===== src/rtl/seg7_reader.sv =====
// seg7_reader
//
// Watches an active-low seven-segment bus and recovers the hex digit being
// shown. It is the inverse of the 4-bit-to-seven-segment display decoders and
// sits on the loopback path beside the display drivers, so a checker can
// confirm what the HEX display really shows.
//
// A new pattern must hold for STABLE_CYCLES consecutive edges before it is
// accepted. Each accepted pattern that differs from the previously accepted
// one produces exactly one event. Events land in a one-entry valid/ready
// output register. An event that arrives while that register is full and not
// being consumed is dropped, and the sticky overrun flag is set.
//
// Parameters
//   STABLE_CYCLES  edges a pattern must hold before acceptance (2..255)
//
// Ports
//   clk        rising-edge clock, the only clock
//   reset      synchronous, active-high reset
//   seg_n      segment bus, active-low, seg_n[0]=a ... seg_n[6]=g
//   out_ready  consumer accepts the output this cycle
//   out_valid  output register holds an unconsumed event
//   out_code   decoded hex digit, 0 for blank or unknown patterns
//   out_blank  event is the all-off pattern 7'h7F
//   out_err    event pattern is not a known glyph
//   overrun    sticky, an event was dropped because the output was full
//
// All outputs come straight from flops. There is no combinational path from
// seg_n to any output.

module seg7_reader #(
  parameter int STABLE_CYCLES = 4
) (
  input  logic       clk,
  input  logic       reset,
  input  logic [6:0] seg_n,
  input  logic       out_ready,
  output logic       out_valid,
  output logic [3:0] out_code,
  output logic       out_blank,
  output logic       out_err,
  output logic       overrun
);

  localparam int CW = $clog2(STABLE_CYCLES + 1);

  // The event fires on the edge where cnt already shows STABLE_CYCLES-1
  // matching samples and the current sample is the last one needed.
  localparam logic [CW-1:0] CNT_FIRE = CW'(STABLE_CYCLES - 1);
  localparam logic [CW-1:0] CNT_SAT  = CW'(STABLE_CYCLES);
  localparam logic [CW-1:0] CNT_ONE  = CW'(1);

  localparam logic [6:0] SEG_BLANK = 7'h7F;

  logic [6:0]    cand;
  logic [CW-1:0] cnt;
  logic [6:0]    last;

  logic [3:0]    dec_code;
  logic          dec_blank;
  logic          dec_err;
  logic          event_fire;

  // Glyph lookup for the pattern currently on the bus. It only feeds the
  // output register, so it never reaches an output port combinationally.
  always_comb begin
    dec_code  = 4'h0;
    dec_blank = 1'b0;
    dec_err   = 1'b0;
    case (seg_n)
      7'h40:   dec_code = 4'h0;
      7'h79:   dec_code = 4'h1;
      7'h24:   dec_code = 4'h2;
      7'h30:   dec_code = 4'h3;
      7'h19:   dec_code = 4'h4;
      7'h12:   dec_code = 4'h5;
      7'h02:   dec_code = 4'h6;
      7'h78:   dec_code = 4'h7;
      7'h00:   dec_code = 4'h8;
      7'h10:   dec_code = 4'h9;
      7'h08:   dec_code = 4'hA;
      7'h03:   dec_code = 4'hB;
      7'h46:   dec_code = 4'hC;
      7'h21:   dec_code = 4'hD;
      7'h06:   dec_code = 4'hE;
      7'h0E:   dec_code = 4'hF;
      7'h7F:   dec_blank = 1'b1;
      default: dec_err   = 1'b1;
    endcase
  end

  // Comparing against last means a held pattern fires once. Because cnt
  // saturates at STABLE_CYCLES, it passes through CNT_FIRE only once per
  // candidate.
  assign event_fire = (seg_n == cand) && (cnt == CNT_FIRE) && (seg_n != last);

  // Settle filter, last-accepted tracking and the output register.
  // Reset starts with cand and last set to blank, so a blank display after
  // reset never produces an event.
  always_ff @(posedge clk) begin
    if (reset) begin
      cand      <= SEG_BLANK;
      cnt       <= '0;
      last      <= SEG_BLANK;
      out_valid <= 1'b0;
      out_code  <= 4'h0;
      out_blank <= 1'b0;
      out_err   <= 1'b0;
      overrun   <= 1'b0;
    end else begin
      if (seg_n != cand) begin
        cand <= seg_n;
        cnt  <= CNT_ONE;
      end else if (cnt < CNT_SAT) begin
        cnt <= cnt + CNT_ONE;
      end

      if (event_fire) begin
        last <= seg_n;
      end

      // Priority: load (which also covers consume-and-load on the same edge),
      // then drop with overrun, then plain consume.
      if (event_fire && (!out_valid || out_ready)) begin
        out_valid <= 1'b1;
        out_code  <= dec_code;
        out_blank <= dec_blank;
        out_err   <= dec_err;
      end else if (event_fire) begin
        overrun <= 1'b1;
      end else if (out_valid && out_ready) begin
        out_valid <= 1'b0;
      end
    end
  end

endmodule


===== config.mk =====
export PLATFORM = sky130hd
export DESIGN_NAME = seg7_reader
export DESIGN_NICKNAME = d
export VERILOG_FILES = /design/src/rtl/seg7_reader.sv
export SDC_FILE = /design/constraint.sdc
export NUM_CORES = 1
export LEC_CHECK = 0
export ABC_AREA = 1
export CAP_MARGIN = 10
export CORE_UTILIZATION = 35
export DETAILED_ROUTE_END_ITERATION = 12
export HOLD_SLACK_MARGIN = 0.1
export SLEW_MARGIN = 20
export SYNTH_ARGS = -nofsm -noshare
export SYNTH_HDL_FRONTEND = slang
export SYNTH_SLANG_ARGS = --single-unit

===== constraint.sdc =====
create_clock -name clk -period 3.53 [get_ports clk]
set_input_delay 1.059 -clock clk [delete_from_list [all_inputs] [get_ports clk]]
set_output_delay 1.059 -clock clk [all_outputs]
set_load 0.01 [all_outputs]

==> results of run 1 <==
synth_stat cells (2+ instances only):
master    number
nand2_1       57
nor2_1        44
dfxtp_1       25
nand3_1       20
inv_1         18
xnor2_1        7
buf_6          6
o211ai_2       6
a21oi_1        5
nand2_2        5
xor2_1         5
nand4_1        4
nor2_2         3
buf_4          2
ha_1           2
nor2_4         2
o21ai_0        2
xnor2_2        2
logic make-up (layout without fill, tap and decap cells):
kind of cell | Yosys count | after routing
flip-flops | 25 | 25
buffers and inverters | 31 | 42
adder cells (fa/ha/maj) | 2 | 2
AND/OR/NAND/NOR | 137 | 137
AO/OA/AOI/OAI | 14 | 14
XOR/XNOR | 14 | 14
layer usage:
layer	wire, um	vias to the layer above	GRT usage
met3	134	6	0.0378
li1	-	720	-
met5	0	-	0
met4	62	0	0.0663
met1	1550	602	0.207
met2	1460	20	0.259
worst register-to-register path, delay by kind of cell (launching register included):
family / cells / cell delay [ns]
buf+inv: 1 / 0.04
flops: 1 / 0.35
simple gates: 9 / 1.04
where the power goes:
group          switching [W]  leakage (nW)  internal (W)
combinational      0.0000483         0.572     0.0000291
clock              0.0000971        0.0255     0.0000793
sequential        0.00000307         0.204      0.000287
total               0.000148         0.801      0.000395
flip-flops by register name, indices dropped and copies added, names as in the netlist:
| register | count |
|---|---|
| cand | 7 |
| last | 7 |
| out_code | 4 |
| cnt | 3 |
| out_blank | 1 |
| out_err | 1 |
| out_valid | 1 |
| overrun | 1 |
area by class of cell:
cell class | instances | area share
clock buffer | 3 | 0.0236
clock inverter | 1 | 0.00286
tap | 50 | 0.0358
inverter | 21 | 0.0501
sequential | 25 | 0.286
multi-input combinational | 167 | 0.504
timing repair buffer | 17 | 0.0974
worst max path at each step:
stage	to	slack (ns)
after floorplan	last[0]	1.40
after global placement	out_code[0]	0.59
after detailed placement	out_code[2]	0.57
after CTS	out_code[2]	0.86
after global routing	out_blank	0.64
final	out_code[2]	0.89
metrics by stage:
step / utilization / area, sq um / total power [W] / cells
floorplan: - / 1560 / 0.000358 / 223
global placement: 0.411 / 1700 / 0.000374 / 280
detailed placement: 0.411 / 1700 / 0.000374 / 280
CTS: 0.422 / 1750 / 0.000548 / 284
global route: 0.422 / 1750 / 0.000571 / 284
finish: 0.422 / 1750 / 0.000544 / 284
==> results.py, run 1 <==
metrics = {
    "min_path": {
        "min_path_cells": 2,
        "hold_class": "flip-flop to flip-flop",
        "worstHoldStart": "cnt[1]",
        "holdPathEnd": "cnt[1]",
    },
    "synth": {
        "synth_top_family_by_area": "simple AND/OR/NAND/NOR gates",
        "synthAdderAreaFrac": 0.0161,
        "synth_mux_area_frac": 0,
        "synth_xor_area_frac": 0.0883,
        "yosysUniqueCellTypes": 26,
        "synth-simple-area-share": 0.384,
        "netlist_area_sq_um": 1560,
        "synth_top_area_share": 0.321,
        "synthTopCellsByArea": "dfxtp_1 32%, nand2_1 14%, nor2_1 11%",
        "synth-compound-area-share": 0.0762,
        "synth-edff-count": 0,
        "syn_nets": 235,
        "yosys.area.top_type": "dfxtp_1",
        "synthesis.instances": 223,
        "synth_ff_type": "dfxtp_1",
        "synthArstFlopShare": 0,
        "ys_ff_latch": 25,
        "yosysSeqAreaShare": 0.321,
        "ys_warn_count": 0,
        "syn_avg_cell_area_sq_um": 6.99,
    },
    "sta": {
        "fin_ws_ns": 0.889,
        "drv_slew": 0,
        "timing.fmax_mhz": 379,
        "worst_pin_slew_ns": 0.706,
        "skew_ns": 0.00692,
        "fin_crit_sh": 0.748,
        "rsz0062_at_grt": "no",
        "slew-limit-headroom": 0.529,
        "setup_violations": 0,
        "min_period_ns": 2.64,
        "tns_ns": 0,
        "hold_slack_ns": 0.463,
        "hold_viol_final": 0,
    },
    "finish": {
        "fillers": 452,
        "mostFrequentLayoutCells": "57 x nand2_1, 44 x nor2_1, 25 x dfxtp_1, 20 x nand3_1, 18 x inv_1",
        "final_nets": 247,
        "diodes": 0,
        "layout-drive-gt1-share": 0.115,
        "final_common_cell": "nand2_1",
        "multi_input_area_sq_um": 881,
        "seq_area_sq_um": 500,
        "area_growth_pct": 12.1,
    },
    "drt": {
        "post_drt_wl_per_cell_um": 11.3,
        "vias": 1348,
        "drtPass1Iterations": 4,
        "drtIter0Drc": 64,
        "drcViolationCount": 0,
        "drt-total-wl_um": 3210,
        "ant_nets": 0,
        "via_per_inst": 4.75,
    },
    "cts": {
        "insertion_delay_ns": 0.28,
        "cts_tree": "done",
        "hold_buffers": 0,
        "cts_setup_buffers": 0,
        "htree_levels": 1,
        "post_cts_resized": 0,
        "cts_num_sinks": 25,
        "cts-root-buf": "clkbuf_8",
        "clock_path_buffers": 2,
        "cts-buffers-inserted": 3,
        "clk_pin_slew_worst_paths_ns": 0.09,
    },
    "grt": {
        "grt_pass1_wl_um": 5530,
        "grt_pass1_vias": 1214,
        "grt.total_usage": 0.161,
        "grt_overflow": 0,
        "grt_start_max_net_pins": 21,
        "antenna_found_initial": 0,
    },
    "floorplanning": {
        "start_util": 0.376,
        "core.rowCount": 23,
        "core_area_sq_um": 4140,
        "die_x_um": 68.7,
        "pin_count": 18,
        "die-area_sq_um": 4730,
        "die_y_um": 68.7,
    },
    "worst_setup_path": {
        "r2r_slack_ns": 2.05,
        "critPathSlowestCell": "clkdlybuf4s50_1",
        "crit_fanout": 14,
        "crit_cells": 11,
        "r2r_start": "cand[4]",
        "endpoint_kind": "flip-flop",
        "timing.rr.end": "out_code[2]",
        "crit_family": "simple AND/OR/NAND/NOR gates",
        "crit_arrival_ns": 2.86,
        "path_cells": "clkdlybuf4s50_1 -> nand2_1 -> nand2_1 -> nand2_1 -> inv_1 -> nand2_1 -> nor2_4 -> nand3_4 -> nor2_4 -> nor2_1 -> nor2_1",
        "crit_required_ns": 3.75,
        "crit_buf_inv": 2,
        "path_class": "input port to flip-flop",
        "rr_worst_depth": 10,
        "cpMostUsedCell": "nand2_1",
        "start_kind": "input port",
        "startpoint": "seg_n[1]",
        "cpPeakStageDelay_ns": 0.70,
    },
    "place": {
        "pre_cts_ws_ns": 0.569,
        "dp_hpwl_um": 2430,
        "numPortBuffers": 17,
        "place_congestion": 0.875,
    },
    "pwr": {
        "cellPowerDensity_nw_per_um2": 311,
        "ir_drop_mv": 0.153,
        "leakage_nw": 0.801,
    },
    "flow_run": {
        "maxCapViolCount": 0,
    },
    "outcome": {
        "status": "finished, final reports clean",
    },
}
(Power assumes the default switching activity.)
==> inputs of run 2 (changes only) <==
clock period = 2.3 ns   (was 3.53 ns; I/O delays follow)
==> results.py, run 2 (synthesis results as in run 1) <==
metrics = {
    "outcome": {
        "status": "finished, final reports clean",
    },
    "worst_setup_path": {
        "crit_required_ns": 2.48,
        "crit_arrival_ns": 2.34,
        "critPathSlowestCell": "clkdlybuf4s50_1",
        "start_kind": "input port",
        "crit_fanout": 6,
        "path_class": "input port to flip-flop",
        "cpPeakStageDelay_ns": 0.59,
        "path_cells": "clkdlybuf4s50_1 -> buf_4 -> nor2_1 -> nand4_1 -> nand3_1 -> nor2_1 -> nand2_1 -> nand3_1 -> nand2_1 -> nor2_1",
        "cpMostUsedCell": "nor2_1",
        "endpoint_kind": "flip-flop",
    },
    "grt": {
        "antenna_found_initial": 0,
        "top_usage_layer": "met2",
        "grt_start_max_net_pins": 15,
        "grt_pass1_wl_um": 5830,
        "use_met3": 0.0247,
        "grt_pass1_vias": 1338,
        "grtUsageMet1": 0.223,
        "grt.total_usage": 0.168,
        "grt_overflow": 0,
        "use_met2": 0.270,
    },
    "finish": {
        "mostFrequentLayoutCells": "57 x nand2_1, 44 x nor2_1, 30 x buf_4, 25 x dfxtp_1, 20 x nand3_1",
        "area_growth_pct": 28.0,
        "final_cell_area_sq_um": 2000,
        "final_common_cell": "nand2_1",
        "layout-drive-gt1-share": 0.219,
        "diodes": 0,
        "largestRegisters": "cand x7, last x7, out_code x4",
        "fin_cells": 315,
        "final_nets": 278,
    },
    "floorplanning": {
        "core_area_sq_um": 4140,
        "die_y_um": 68.7,
        "start_util": 0.376,
        "core.rowCount": 23,
        "die_x_um": 68.7,
        "die-area_sq_um": 4730,
        "pin_count": 18,
    },
    "sta": {
        "timing.fmax_mhz": 463,
        "setup_violations": 0,
        "drv_slew": 0,
        "rsz0062_at_grt": "no",
        "skew_ns": 0.00669,
        "hold_viol_final": 0,
        "fin_ws_ns": 0.139,
        "tns_ns": 0,
        "fin_crit_sh": 0.939,
        "min_period_ns": 2.16,
        "worst_pin_slew_ns": 0.351,
        "slew-limit-headroom": 0.765,
    },
    "min_path": {
        "hold_class": "flip-flop to flip-flop",
    },
    "place": {
        "dp_hpwl_um": 2730,
        "pre_cts_ws_ns": -0.144,
        "dp_cells": 311,
        "place_congestion": 0.911,
        "placed_area_sq_um": 1950,
        "numPortBuffers": 17,
    },
    "cts": {
        "cts_setup_buffers": 0,
        "cts-buffers-inserted": 3,
        "clk_pin_slew_worst_paths_ns": 0.09,
        "hold_buffers": 0,
        "insertion_delay_ns": 0.27,
        "clock_path_buffers": 2,
        "htree_levels": 1,
        "cts_tree": "done",
        "post_cts_resized": 0,
        "cts-root-buf": "clkbuf_8",
        "cts_num_sinks": 25,
    },
    "drt": {
        "drtPass1Iterations": 4,
        "drtIter0Drc": 62,
        "post_drt_wl_per_cell_um": 10.9,
        "drt-total-wl_um": 3430,
        "vias": 1453,
        "via_per_inst": 4.61,
        "drcViolationCount": 0,
        "ant_nets": 0,
    },
    "pwr": {
        "ir_drop_mv": 0.209,
        "power_w": 0.000865,
        "leakage_nw": 0.969,
        "cellPowerDensity_nw_per_um2": 433,
    },
    "flow_run": {
        "maxCapViolCount": 0,
    },
}
-- run 2: changes by cell type in the layout (fill, tap and decap cells not counted) --
cell	before	now
buf_4	0	30
buf_12	0	1
dlymetal6s2s_1	0	1
clkdlybuf4s50_1	17	16
-- run 2: path summary, 6_finish.rpt --
check,start,to,slack (ns),cells past startpoint
worst max-delay path,seg_n[4],out_err,0.14,10
worst max register to register,cand[0],last[3],0.89,9
worst min register to register,cnt[1],cnt[1],0.47,2
worst min-delay path,cnt[1],cnt[1],0.47,2
-- run 2: metrics by stage --
step,utilization,hold slack (ns)
detailed placement,0.470,0.458
floorplan,-,0.437
finish,0.482,0.470
CTS,0.481,0.472
global placement,0.470,0.450
global route,0.482,0.493
-- run 2: where the power goes --
| group | switching, W | internal [W] |
|---|---|---|
| Sequential | 0.00000460 | 0.000440 |
| Clock | 0.000145 | 0.000121 |
| Combinational | 0.0000816 | 0.0000724 |
-- run 2: cell type report --
class	count	area [sq um]
clock buffer	3	41.3
clock inverter	1	5.00
fill	429	2150
inverter	21	87.6
multi-input combinational	167	881
sequential	25	500
tap	50	62.6
timing repair buffer	48	418
-- run 2: layer usage --
| metal | vias to the layer above | wire length (um) |
|---|---|---|
| met5 | - | 0 |
| met1 | 643 | 1800 |
| met4 | 0 | 67 |
| met2 | 18 | 1480 |
| met3 | 7 | 91 |
| li1 | 785 | - |
-- run 2: worst max-delay path: cells and delay by family --
family                 cells  cell delay, ns
AND/OR/NAND/NOR            8            0.82
buffers and inverters      2            0.82
